==> src/rtl/wei_sram_writer.sv <==
// ============================================================================
//  Module      : wei_sram_writer
//  Description : Write-side controller for the weight SRAM. Requests a burst
//                from the off-chip interface, writes each accepted word to
//                consecutive wrapping SRAM addresses, and pulses
//                Rd_prepare_Wei once the whole burst has been written.
//  Revision    : 1.0 - initial release
// ============================================================================
`default_nettype none

module wei_sram_writer #(
  parameter int PORT_WIDTH      = 128,
  parameter int SRAM_ADDR_WIDTH = 16,
  parameter int SRAM_DEPTH      = 4096,
  parameter int CNT_WIDTH       = 12
) (
  input  logic                       clk,
  input  logic                       rst_n,
  input  logic                       SRAM_config_start,
  input  logic                       wr_start,
  input  logic [SRAM_ADDR_WIDTH-1:0] wr_base_addr,
  input  logic [CNT_WIDTH-1:0]       wr_num_words,
  input  logic [1:0]                 State_Rd,
  output logic                       WeiIF_req_val,
  input  logic                       IFWei_req_rdy,
  input  logic                       IFWei_data_val,
  output logic                       WeiIF_data_rdy,
  input  logic [PORT_WIDTH-1:0]      IFWei_data,
  output logic                       WeiData_write_en,
  output logic [SRAM_ADDR_WIDTH-1:0] WeiData_wr_addr,
  output logic [PORT_WIDTH-1:0]      WeiData_wr_data,
  output logic                       Rd_prepare_Wei,
  output logic                       wr_busy
);

  localparam logic [1:0]                 RD_READ   = 2'b11;
  localparam logic [SRAM_ADDR_WIDTH-1:0] LAST_ADDR = SRAM_ADDR_WIDTH'(SRAM_DEPTH - 1);

  typedef enum logic [1:0] {
    ST_IDLE  = 2'b00,
    ST_REQ   = 2'b01,
    ST_WRITE = 2'b11,
    ST_DONE  = 2'b10
  } state_t;

  state_t                     state;
  logic [SRAM_ADDR_WIDTH-1:0] ptr;
  logic [CNT_WIDTH-1:0]       remaining;
  logic [SRAM_ADDR_WIDTH-1:0] ptr_next;
  logic                       handshake;

  // Handshake strobes are decoded from state so the interface sees them in
  // the same cycle; an abort masks them so nothing new is accepted.
  assign WeiIF_req_val  = (state == ST_REQ) && !SRAM_config_start;
  assign WeiIF_data_rdy = (state == ST_WRITE) && (State_Rd != RD_READ) && !SRAM_config_start;
  assign handshake      = IFWei_data_val && WeiIF_data_rdy;
  assign ptr_next       = (ptr == LAST_ADDR) ? '0 : ptr + SRAM_ADDR_WIDTH'(1);
  assign wr_busy        = (state != ST_IDLE);

  // Burst FSM, write pointer/counter and registered SRAM write port.
  always_ff @(posedge clk or negedge rst_n) begin
    if (!rst_n) begin
      state            <= ST_IDLE;
      ptr              <= '0;
      remaining        <= '0;
      WeiData_write_en <= 1'b0;
      WeiData_wr_addr  <= '0;
      WeiData_wr_data  <= '0;
      Rd_prepare_Wei   <= 1'b0;
    end else begin
      // Write port: one cycle after each accepted word, address/data held otherwise.
      WeiData_write_en <= handshake;
      Rd_prepare_Wei   <= 1'b0;
      if (handshake) begin
        WeiData_wr_addr <= ptr;
        WeiData_wr_data <= IFWei_data;
        ptr             <= ptr_next;
        remaining       <= remaining - CNT_WIDTH'(1);
      end

      if (SRAM_config_start) begin
        // Abort: drop back to IDLE silently, no completion pulse.
        state     <= ST_IDLE;
        remaining <= '0;
      end else begin
        case (state)
          ST_IDLE: begin
            if (wr_start) begin
              ptr       <= wr_base_addr;
              remaining <= wr_num_words;
              if (wr_num_words == '0) begin
                state          <= ST_DONE;
                Rd_prepare_Wei <= 1'b1;
              end else begin
                state <= ST_REQ;
              end
            end
          end
          ST_REQ: begin
            if (IFWei_req_rdy) state <= ST_WRITE;
          end
          ST_WRITE: begin
            // The completion pulse is raised together with entry to DONE so
            // it lines up with the last SRAM write.
            if (handshake && (remaining == CNT_WIDTH'(1))) begin
              state          <= ST_DONE;
              Rd_prepare_Wei <= 1'b1;
            end
          end
          ST_DONE: begin
            state <= ST_IDLE;
          end
          default: begin
            state <= ST_IDLE;
          end
        endcase
      end
    end
  end

endmodule

`default_nettype wire

==> config.mk <==
export PLATFORM = sky130hd
export DESIGN_NAME = wei_sram_writer
export DESIGN_NICKNAME = d
export VERILOG_FILES = /design/src/rtl/wei_sram_writer.sv
export SDC_FILE = /design/constraint.sdc
export NUM_CORES = 1
export LEC_CHECK = 0
export CORE_ASPECT_RATIO = 1.4
export CORE_MARGIN = 3
export CORE_UTILIZATION = 40
export CTS_BUF_LIST = sky130_fd_sc_hd__clkbuf_16
export CTS_CLUSTER_SIZE = 24
export DETAILED_ROUTE_END_ITERATION = 8
export PLACE_DENSITY_LB_ADDON = 0.1
export SYNTH_ARGS = -nofsm -noshare
export SYNTH_HDL_FRONTEND = slang
export SYNTH_SLANG_ARGS = --single-unit
==> constraint.sdc <==
create_clock -name clk -period 3.85 [get_ports clk]
set_input_delay 0.77 -clock clk [delete_from_list [all_inputs] [get_ports clk]]
set_output_delay 0.77 -clock clk [all_outputs]
set_load 0.05 [all_outputs]
== Word level (Yosys, flattened, before mapping) ==
Index checks and enable logic that the tools add are counted.
Storage, ports and cells
  flip-flop bits (word level): 176
  input bits: 164
  output and inout bits: 149
  logic and storage cells: 48
Cells by class
  $add $sub $neg: 2
  eq/ne operators: 9
  muxes and demuxes: 20
  reduce and logical (&&, ||, !) cells: 10
Operators with widths (number)
  $mux W16: 5
  $mux W12: 4
  $add A16 B1 Y16 const B: 1
  $eq A16 B12 Y1 const B: 1
  $eq A12 B1 Y1 const B: 1
  $logic_not A12 Y1: 1
  $sub A12 B1 Y12 const B: 1
  $mux W2: 5
  $pmux W2 S4: 1
  $ne A3 B3 Y1 const B: 2
  $logic_and A1 B1 Y1: 5
  $eq A2 B2 Y1 const B: 2
  $mux W1: 4
  $ne A3 B2 Y1 const B: 1
  $reduce_and A3 Y1: 1
  $eq A2 B1 Y1 const B: 1
  $logic_not A2 Y1: 1
  $ne A2 B2 Y1 const B: 1
  $pmux W1 S2: 1
  $reduce_bool A2 Y1: 1
  $logic_not A1 Y1: 1

== Logic depth before layout (Yosys ltp) ==
Gate-level depths: netlist of the first run.
  depth in word-level cells: 8
  mapped depth: 9
  gate-level depth less buffers: 7

== Least setup slack after synthesis of the first run ==
OpenSTA, ideal clock, no wires.
  path kind: input to output
  start: input port SRAM_config_start
  end: output port WeiIF_data_rdy
  arrival time: 1.875 ns
  data required time: 3.080 ns
  setup slack: 1.205 ns
  cell stages on the path: 3
  path buffers: 1
  path through: buf_2 > nand2b_1 > nor2_1
On the way
  word-level cells in the longest chain between the ends: 2
Ends and longest elaborated chain
  start: declaration: line 19  | input logic SRAM_config_start,
  $logic_not A1 Y1: line 55  | assign WeiIF_data_rdy = (state == ST_WRITE) && (State_Rd != RD_READ) && !SRAM_config_start;
  $logic_and A1 B1 Y1: line 55
  end: declaration: line 27  | output logic WeiIF_data_rdy,
Every way passes these cells.

== Final worst setup path of the first run ==
  start: input port SRAM_config_start
  end: output port WeiIF_req_val
On the way
  word-level cells in the longest chain between the ends: 2
Ends and longest elaborated chain
  $logic_not A1 Y1: line 54  | assign WeiIF_req_val = (state == ST_REQ) && !SRAM_config_start;
  $logic_and A1 B1 Y1: line 54
  end: declaration: line 24  | output logic WeiIF_req_val,
Every way passes these cells.

==> results of run 1 <==
-- per-layer routing --
| layer | up-vias | GRT usage | part of all wire |
|---|---|---|---|
| met5 | - | 0 | 0 |
| met4 | 0 | 0.0897 | 0.036 |
| met3 | 42 | 0.0747 | 0.084 |
| met2 | 253 | 0.348 | 0.48 |
| met1 | 3024 | 0.259 | 0.40 |
| li1 | 3226 | - | - |
-- final cells by class --
class | instances | area (µm²) | area share
flip-flops and latches | 176 | 4400 | 0.389
clock inverters | 15 | 160 | 0.0141
repair buffers | 322 | 3220 | 0.285
inverters | 8 | 32.5 | 0.00287
diodes | 1 | 2.50 | 0.000221
clock buffers | 17 | 425 | 0.0376
well taps | 240 | 300 | 0.0265
multi-input cells | 605 | 2770 | 0.245
-- state kept, by name (all words and copies together) (netlist names) --
signal / count
WeiData_wr_data: 128
WeiData_wr_addr: 16
ptr: 16
remaining: 12
state: 2
Rd_prepare_Wei: 1
WeiData_write_en: 1
-- cell usage in the layout (no fill, tap or decap), types with 2 or more instances in the layout --
cell type        netlist  routed
a211oi_1               6       6
a21oi_1               16      16
and2_1                 3       3
and3_1                 5       5
buf_12                 0       2
buf_4                 11       9
bufinv_16              0       2
clkbuf_16              0      17
clkdlybuf4s50_1        0     310
clkinv_2               0       3
clkinv_4               0       3
clkinvlp_4             0       2
dfrtp_1              176     176
ha_1                   6       6
inv_1                  7       7
inv_6                  0       2
inv_8                  0       2
mux2i_1                2       2
nand2_1              451     451
nand2b_1               2       2
nand3_1               11      11
nand4_1                6       6
nor2_1                17      17
nor3_1                 6       6
nor4_1                 7       7
nor4b_2                2       2
o211ai_1               2       2
o21ai_0               16      16
or3_1                  2       2
xnor2_1               13      13
xor2_1                12      12
-- worst max path at each step --
stage,depth (start not counted),slack (ps),startpoint,end
6_report,3,720,SRAM_config_start,WeiIF_req_val
5_1_grt,3,650,SRAM_config_start,WeiIF_req_val
4_1_cts,3,720,SRAM_config_start,WeiIF_req_val
3_5_place_dp,3,710,SRAM_config_start,WeiIF_req_val
3_3_place_gp,3,710,SRAM_config_start,WeiIF_req_val
2_1_floorplan,3,1210,SRAM_config_start,WeiIF_data_rdy
-- worst register-to-register path, delay by kind of cell, from the launching register on --
family | cells | cell delay, ps
AO/OA/AOI/OAI | 1 | 290
AND/OR/NAND/NOR | 3 | 560
flip-flops | 1 | 380
adder cells (fa/ha/maj) | 1 | 220
buffers and inverters | 1 | 330
multiplexers | 1 | 210
-- synth_stat cells (2+ instances only) --
cell type / instances / area (µm²)
nand3_1: 11 / 55.1
mux2i_1: 2 / 20.0
nand2_1: 451 / 1690
clkbuf_1: 20 / 75.1
and2_1: 3 / 18.8
nor4_1: 7 / 43.8
nor3_1: 6 / 30.0
buf_2: 8 / 40.0
xor2_1: 12 / 105
or3_1: 2 / 12.5
nor2_1: 17 / 63.8
and3_1: 5 / 31.3
xnor2_1: 13 / 114
ha_1: 6 / 75.1
nor4b_2: 2 / 30.0
inv_1: 7 / 26.3
o21ai_0: 16 / 80.1
dfrtp_1: 176 / 4400
a21oi_1: 16 / 80.1
o211ai_1: 2 / 15.0
nand4_1: 6 / 37.5
nand2b_1: 2 / 12.5
buf_4: 11 / 82.6
a211oi_1: 6 / 45.0
-- report_power, final --
group          total, W  internal [W]  switching (W)
logic           0.00400       0.00136        0.00264
clock network   0.00173      0.000966       0.000759
registers       0.00288       0.00246       0.000427
-- through the flow --
step,setup WS (ps),cells
6_report,722,1384
5_1_grt,650,1384
4_1_cts,715,1383
3_5_place_dp,707,1351
3_3_place_gp,709,1351
2_1_floorplan,1210,828
-- cell families (layout without fill, tap and decap cells) --
| group | Yosys count | count (layout) |
|---|---|---|
| compound gates | 45 | 45 |
| simple gates | 527 | 527 |
| mux | 2 | 2 |
| buf+inv | 47 | 362 |
| xor+xnor | 25 | 25 |
| other cells | 0 | 1 |
| fa+ha+maj | 6 | 6 |
| flops | 176 | 176 |
==> results_dict.tcl, run 1 <==
set metrics [dict create \
    outcome "finished clean" \
    cts_buffers 17 \
    path_delay_family "buffers and inverters" \
    syn_area_um2 7400 \
    fin_crit_ps 3130 \
    yosys_warnings 0 \
    synth_top_family_by_area "simple AND/OR/NAND/NOR gates" \
    worst_ep_required_time_ps 3080 \
    synth_edf_count 0 \
    r2r_start "state[0]$_DFFE_PN0P_" \
    wire_per_inst_um 15.6 \
    grt_pass1_wl_um 34200 \
    worst_setup_path_start_kind "input port" \
    cts.path.max_buffers 2 \
    slowest_stage "clkdlybuf4s50_1" \
    port_buffers 312 \
    yosysUniqueCellTypes 45 \
    yosysSeqAreaShare 0.595 \
    drive_gt1_frac 0.0516 \
    r2r_setup_slack_ps 1800 \
    final_util 0.626 \
    insertion_delay_ps 430 \
    syn2layout_area_growth_pct 52.9 \
    die_area_um2 20200 \
    vdd_drop_max_v 0.000375 \
    max-cap-violations 0 \
    synth_fa_ha_area_frac 0.0101 \
    fin_hold_ws_ps 367 \
    final_area_um2 11300 \
    cts_resized 0 \
    initial_utilization 0.410 \
    power.total_w 0.00861 \
    synth_xor_area_frac 0.0296 \
    endpoint_kind "output port" \
    rr_worst_depth 7 \
    fin_setup_tns_ps 0 \
    critPathKind "input port to output port" \
    n_fill_cell 1523 \
    totalWireLength_um 21600 \
    cts.sinks 176 \
    tritoncts "yes" \
    slowest_delay_ps 810 \
    h-tree-depth 4 \
    timing.final.crit_share 0.812 \
    synth_compound_area_frac 0.0351 \
    hpwl_um 15600 \
    max_freq_mhz 320 \
    clk_pin_slew_worst_paths_ps 70 \
    synthSimpleGateAreaFrac 0.297 \
    slew_violations 0 \
    postSynthCellCount 828 \
    hold_viol 0 \
    r2r-end "state[0]$_DFFE_PN0P_" \
    antenna_found_initial 1 \
    nNetsFinal 1300 \
    cts_setup_buffers 0 \
    die-width_um 121 \
    drt_pass1_iterations 4 \
    drcViolationCount 0 \
    rsz0062_at_grt "no" \
    routed-via-count 6545 \
    synth-seq-cells 176 \
    path_common_cell "clkdlybuf4s50_1" \
    first_global_vias 6415 \
    drtIter0Drc 404 \
    maxSlewHeadroom 0.513 \
    core.rowCount 58 \
    hold_buffers 0 \
    p_leak_nw 5.39 \
    coreArea_um2 18100 \
    powerDensity_nw_per_um2 761 \
    path_cells "clkdlybuf4s50_1 > nor2_1 > clkdlybuf4s50_1" \
    postPlaceCellArea_um2 10700 \
    muxShareOfSynthArea 0.00270 \
    syn_nets 998 \
    ys_async_sr_fraction 1.00 \
    synth-main-ff-cell "dfrtp_1" \
    gp_congestion 0.792 \
    grt_start_max_net_pins 80 \
    finClkSkew_ps 8.83 \
    crit_arrival_ps 2360 \
    via_per_inst 4.73 \
    hold_path.class "input port to asynchronous set/reset pin" \
    track_usage 0.215 \
    path_buf_inv 2 \
    syn_area_per_cell_um2 8.94 \
    ant_nets 0 \
    root_buffer "clkbuf_16" \
    die_h_um 167 \
    worstMarginPinSlew_ps 730 \
    grt-ovfl-total 0 \
    ios 313 \
    cp_max_fo 10 \
    setup_viol 0 \
]
Note: power is estimated with default switching activity, not from simulation.
==> inputs of run 2 (changes only) <==
--- a/config.mk
+++ b/config.mk
@@ -7,7 +7,7 @@
 export LEC_CHECK = 0
 export CORE_ASPECT_RATIO = 1.4
 export CORE_MARGIN = 3
-export CORE_UTILIZATION = 40
+export CORE_UTILIZATION = 39
 export CTS_BUF_LIST = sky130_fd_sc_hd__clkbuf_16
 export CTS_CLUSTER_SIZE = 24
 export DETAILED_ROUTE_END_ITERATION = 8
==> constraint.sdc (replaced) <==
create_clock -name clk -period 2.5 [get_ports clk]
set_input_delay 0.5 -clock clk [delete_from_list [all_inputs] [get_ports clk]]
set_output_delay 0.5 -clock clk [all_outputs]
set_load 0.05 [all_outputs]
==> results_dict.tcl, run 2 (synthesized netlist as in run 1, its figures left out) <==
set metrics [dict create \
    outcome "finished clean" \
    worst_ep_required_time_ps 2000 \
    drt_pass1_iterations 4 \
    h-tree-depth 4 \
    tritoncts "yes" \
    place_ws_ps 99.7 \
    syn2layout_area_growth_pct 55.1 \
    max_freq_mhz 434 \
    crit_arrival_ps 1800 \
    worstMarginPinSlew_ps 587 \
    p_leak_nw 5.48 \
    intPower_w 0.00759 \
    cts.sinks 176 \
    drtIter0Drc 372 \
    grt_pass1_wl_um 34400 \
    timing.final.crit_share 0.921 \
    diodes 0 \
    power_frac_comb 0.459 \
    cts.path.max_buffers 2 \
    setup_viol 0 \
    grt_start_max_net_pins 85 \
    layout_common_cells "451 x nand2_1, 308 x clkdlybuf4s50_1, 176 x dfrtp_1, 17 x nor2_1, 17 x clkbuf_16" \
    swShare 0.438 \
    die-width_um 122 \
    first_global_vias 6594 \
    vdd_drop_max_v 0.000554 \
    drcViolationCount 0 \
    initial_utilization 0.398 \
    final_area_um2 11500 \
    grt-ovfl-total 0 \
    hold_path.class "flop to flop" \
    n_fill_cell 1662 \
    final_cells 1394 \
    postPlaceCellArea_um2 10800 \
    antenna_found_initial 0 \
    largest_register "WeiData_wr_data" \
    via_per_inst 4.67 \
    cts_setup_buffers 0 \
    root_buffer "clkbuf_16" \
    dpl.cell_count 1361 \
    p_clk_frac 0.211 \
    cp_max_fo 6 \
    die_area_um2 20700 \
    maxSlewHeadroom 0.607 \
    critPathKind "flop to output port" \
    finalWorstSetupSlack_ps 198 \
    nNetsFinal 1307 \
    die_h_um 169 \
    cts_buffers 17 \
    track_usage 0.214 \
    max-cap-violations 0 \
    slew_violations 0 \
    endpoint_kind "output port" \
    fin_crit_ps 2300 \
    coreArea_um2 18600 \
    wire_per_inst_um 15.6 \
    largest_register_ffs 128 \
    largestRegisters "WeiData_wr_data: 128 flops, WeiData_wr_addr: 16 flops, ptr: 16 flops" \
    totalWireLength_um 21800 \
    switchingPower_w 0.00592 \
    hpwl_um 16000 \
    routed-via-count 6505 \
    seqPwrFrac 0.330 \
    insertion_delay_ps 430 \
    rsz0062_at_grt "no" \
    finClkSkew_ps 8.73 \
    powerDensity_nw_per_um2 1180 \
    core.rowCount 59 \
    final_util 0.617 \
    drive_gt1_frac 0.0565 \
    ant_nets 0 \
    clk_pin_slew_worst_paths_ps 70 \
    worst_setup_path_start_kind "flop" \
    fin_setup_tns_ps 0 \
    layout_commonest_cell "nand2_1" \
    port_buffers 312 \
    hold_viol 0 \
    ios 313 \
    gp_congestion 0.821 \
]
run 2: routing by layer:
metal | part of all wire | vias up | GRT usage
met3 | 0.095 | 37 | 0.0795
met2 | 0.49 | 239 | 0.357
li1 | - | 3240 | -
met5 | 0 | - | 0
met1 | 0.39 | 2989 | 0.251
met4 | 0.027 | 0 | 0.0785
run 2: critical path, cell delays in order (launching register included):
cell and delay [ps]:
dfrtp_1 390, inv_1 70, ha_1 270, inv_1 110, dlygate4sd2_1 530
run 2: final timing paths:
check                      slack [ps]                              end  cells past startpoint                             from
max                               200                          wr_busy                      4             state[0]$_DFFE_PN0P_
min                               470  WeiData_wr_data[51]$_DFFE_PN0N_                      2  WeiData_wr_data[51]$_DFFE_PN0N_
max reg2reg                       480                 ptr[2]$_DFF_PN0_                      8             state[0]$_DFFE_PN0P_
min reg2reg                       470  WeiData_wr_data[51]$_DFFE_PN0N_                      2  WeiData_wr_data[51]$_DFFE_PN0N_
max in group asynchronous        1170  WeiData_wr_data[43]$_DFFE_PN0N_                      3                            rst_n
min in group asynchronous         560   WeiData_wr_data[6]$_DFFE_PN0N_                      2                            rst_n
run 2: power by group through the flow:
| stage | Clock (W) | Combinational, W | Sequential, W |
|---|---|---|---|
| final | 0.00285 | 0.00620 | 0.00445 |
| after global routing | 0.00305 | 0.00660 | 0.00458 |
| after CTS | 0.00293 | 0.00626 | 0.00445 |
| after detailed placement | 0 | 0.00625 | 0.00449 |
| after global placement | 0 | 0.00622 | 0.00447 |
| after floorplan | 0 | 0.00129 | 0.00704 |
run 2: final cells by class:
class | count | area [µm²] | area share
Sequential cell | 176 | 4400 | 0.384
Inverter | 8 | 32.5 | 0.00283
Clock buffer | 17 | 425 | 0.0370
Tap cell | 244 | 305 | 0.0266
Clock inverter | 15 | 208 | 0.0181
Timing Repair Buffer | 329 | 3340 | 0.290
Multi-Input combinational cell | 605 | 2770 | 0.241
run 2: what timing repair did:
| item | in CTS | in global routing |
|---|---|---|
| endpoints found under the setup margin | 1 | 0 |
| gates resized for setup | 1 | 0 |
| hold buffers | 1 | 0 |
| hold endpoints to repair | 31 | 0 |
run 2: per-stage QoR:
step                      hold WS [ps]  power [W]
after floorplan                    204    0.00832
after global placement             456     0.0107
after detailed placement           455     0.0107
after CTS                          477     0.0136
after global routing               494     0.0142
final                              471     0.0135
==> inputs of run 3 (changes only) <==
==> constraint.sdc (replaced) <==
create_clock -name clk -period 2.05 [get_ports clk]
set_input_delay 0.41 -clock clk [delete_from_list [all_inputs] [get_ports clk]]
set_output_delay 0.41 -clock clk [all_outputs]
set_load 0.05 [all_outputs]
==> results_dict.tcl, run 3 (synthesized netlist as in run 1, its figures left out) <==
set metrics [dict create \
    endpoint_kind "output port" \
    powerDensity_nw_per_um2 1380 \
    diodes 0 \
    die-width_um 122 \
    r2r_start "state[0]$_DFFE_PN0P_" \
    drtIter0Drc 311 \
    largest_register_ffs 128 \
    h-tree-depth 4 \
    syn2layout_area_growth_pct 58.2 \
    hpwl_um 16200 \
    worst_setup_path_start_kind "flop" \
    routed-via-count 6546 \
    setup_viol 0 \
    timing.final.crit_share 0.978 \
    wire_per_inst_um 15.4 \
    p_leak_nw 6.58 \
    initial_utilization 0.398 \
    max_freq_mhz 499 \
    cts.sinks 176 \
    ios 313 \
    hold_path.class "input port to asynchronous set/reset pin" \
    max-cap-violations 0 \
    slew_violations 0 \
    grt_pass1_wl_um 34600 \
    ant_nets 0 \
    finClkSkew_ps 9.15 \
    root_buffer "clkbuf_16" \
    core.rowCount 59 \
    path_delay_family "buffers and inverters" \
    port_buffers 312 \
    first_global_vias 6543 \
    cts_buffers 17 \
    crit_arrival_ps 1600 \
    via_per_inst 4.64 \
    critPathKind "flop to output port" \
    place_ws_ps -135 \
    vdd_drop_max_v 0.000758 \
    layout_common_cells "451 x nand2_1, 218 x clkdlybuf4s50_1, 176 x dfrtp_1, 63 x dlymetal6s2s_1, 43 x buf_4" \
    gp_congestion 0.834 \
    die_h_um 169 \
    dpl.cell_count 1377 \
    worst_ep_required_time_ps 1640 \
    finalWorstSetupSlack_ps 44.9 \
    largest_register "WeiData_wr_data" \
    worstMarginPinSlew_ps 578 \
    maxSlewHeadroom 0.611 \
    rr_worst_depth 7 \
    clk_pin_slew_worst_paths_ps 80 \
    nNetsFinal 1323 \
    cts.path.max_buffers 2 \
    slowest_delay_ps 820 \
    totalWireLength_um 21700 \
    fin_setup_tns_ps 0 \
    drcViolationCount 0 \
    hold_viol 0 \
    path_cells "clkdlybuf4s50_1" \
    largestRegisters "WeiData_wr_data: 128 flops, WeiData_wr_addr: 16 flops, ptr: 16 flops" \
    tritoncts "yes" \
    die_area_um2 20700 \
    layout_commonest_cell "nand2_1" \
    antenna_found_initial 0 \
    drt_pass1_iterations 4 \
    drive_gt1_frac 0.0892 \
    slowest_stage "clkdlybuf4s50_1" \
    grt-ovfl-total 0 \
    n_fill_cell 1600 \
    cp_max_fo 2 \
    worst-path-stages 1 \
    final_cells 1410 \
    rsz0062_at_grt "yes" \
    grt_start_max_net_pins 80 \
    power.total_w 0.0162 \
    coreArea_um2 18600 \
    outcome "finished clean" \
    r2r-end "state[1]$_DFFE_PN0P_" \
    r2r_setup_slack_ps 220 \
    path_buf_inv 1 \
    fin_crit_ps 2010 \
    track_usage 0.213 \
    insertion_delay_ps 420 \
]
## run 3: changes by cell type in the layout (fill, tap and decap cells not counted), moves of 3 or more
cell | previous run | this run
inv_8 | 1 | 6
dlymetal6s2s_1 | 0 | 63
clkdlybuf4s50_1 | 308 | 218
bufinv_16 | 4 | 1
dlygate4sd2_1 | 1 | 8
buf_4 | 11 | 43
buf_12 | 7 | 11
## run 3: stage by stage
stage                      util  cell area [µm²]  hold WS (ps)
final                     0.630            11700           413
after global routing      0.630            11700           416
after CTS                 0.621            11600           405
after detailed placement  0.589            11000           306
after global placement    0.589            11000           308
after floorplan               -             7410           114
## run 3: layout make-up
cell class / instances / area (µm²) / area share
inverter: 8 / 32.5 / 0.00278
sequential: 176 / 4400 / 0.376
clock buffer: 17 / 425 / 0.0363
timing repair buffer: 345 / 3600 / 0.308
multi-input combinational: 605 / 2780 / 0.237
clock inverter: 15 / 161 / 0.0138
tap: 244 / 305 / 0.0261
## run 3: worst max-delay path by stage
stage                                         to                            start  slack [ps]
after floorplan           remaining[7]$_DFF_PN0_                SRAM_config_start         240
after CTS                     WeiData_wr_addr[4]   WeiData_wr_addr[4]$_DFFE_PN0N_         0.8
after global placement    remaining[5]$_DFF_PN0_                   IFWei_data_val        -100
after global routing              WeiIF_data_rdy             state[0]$_DFFE_PN0P_         -30
after detailed placement  remaining[5]$_DFF_PN0_                   IFWei_data_val        -130
final                        WeiData_wr_data[57]  WeiData_wr_data[57]$_DFFE_PN0N_          40
## run 3: power by group
part           switching, W  internal (W)  total [W]
sequential         0.000778       0.00462    0.00539
combinational       0.00502       0.00256    0.00758
clock               0.00150       0.00174    0.00324
## run 3: timing repair
action                                  CTS  global route
buffers inserted                          0             0
cloned                                    0             0
hold buffers                              1             0
gates resized for setup                   9            63
endpoints found under the hold margin    26             0
pin swaps                                 0             1
endpoints found under the setup margin    9            64
## run 3: layer usage
metal  wire length, µm  vias up  global-route usage  share of wire
met5                 0        -                   0              0
li1                  -     3264                   -              -
met1              8420     3013               0.254           0.39
met2             10800      231               0.355           0.50
met4               681        0              0.0848          0.031
met3              1860       38              0.0695          0.085
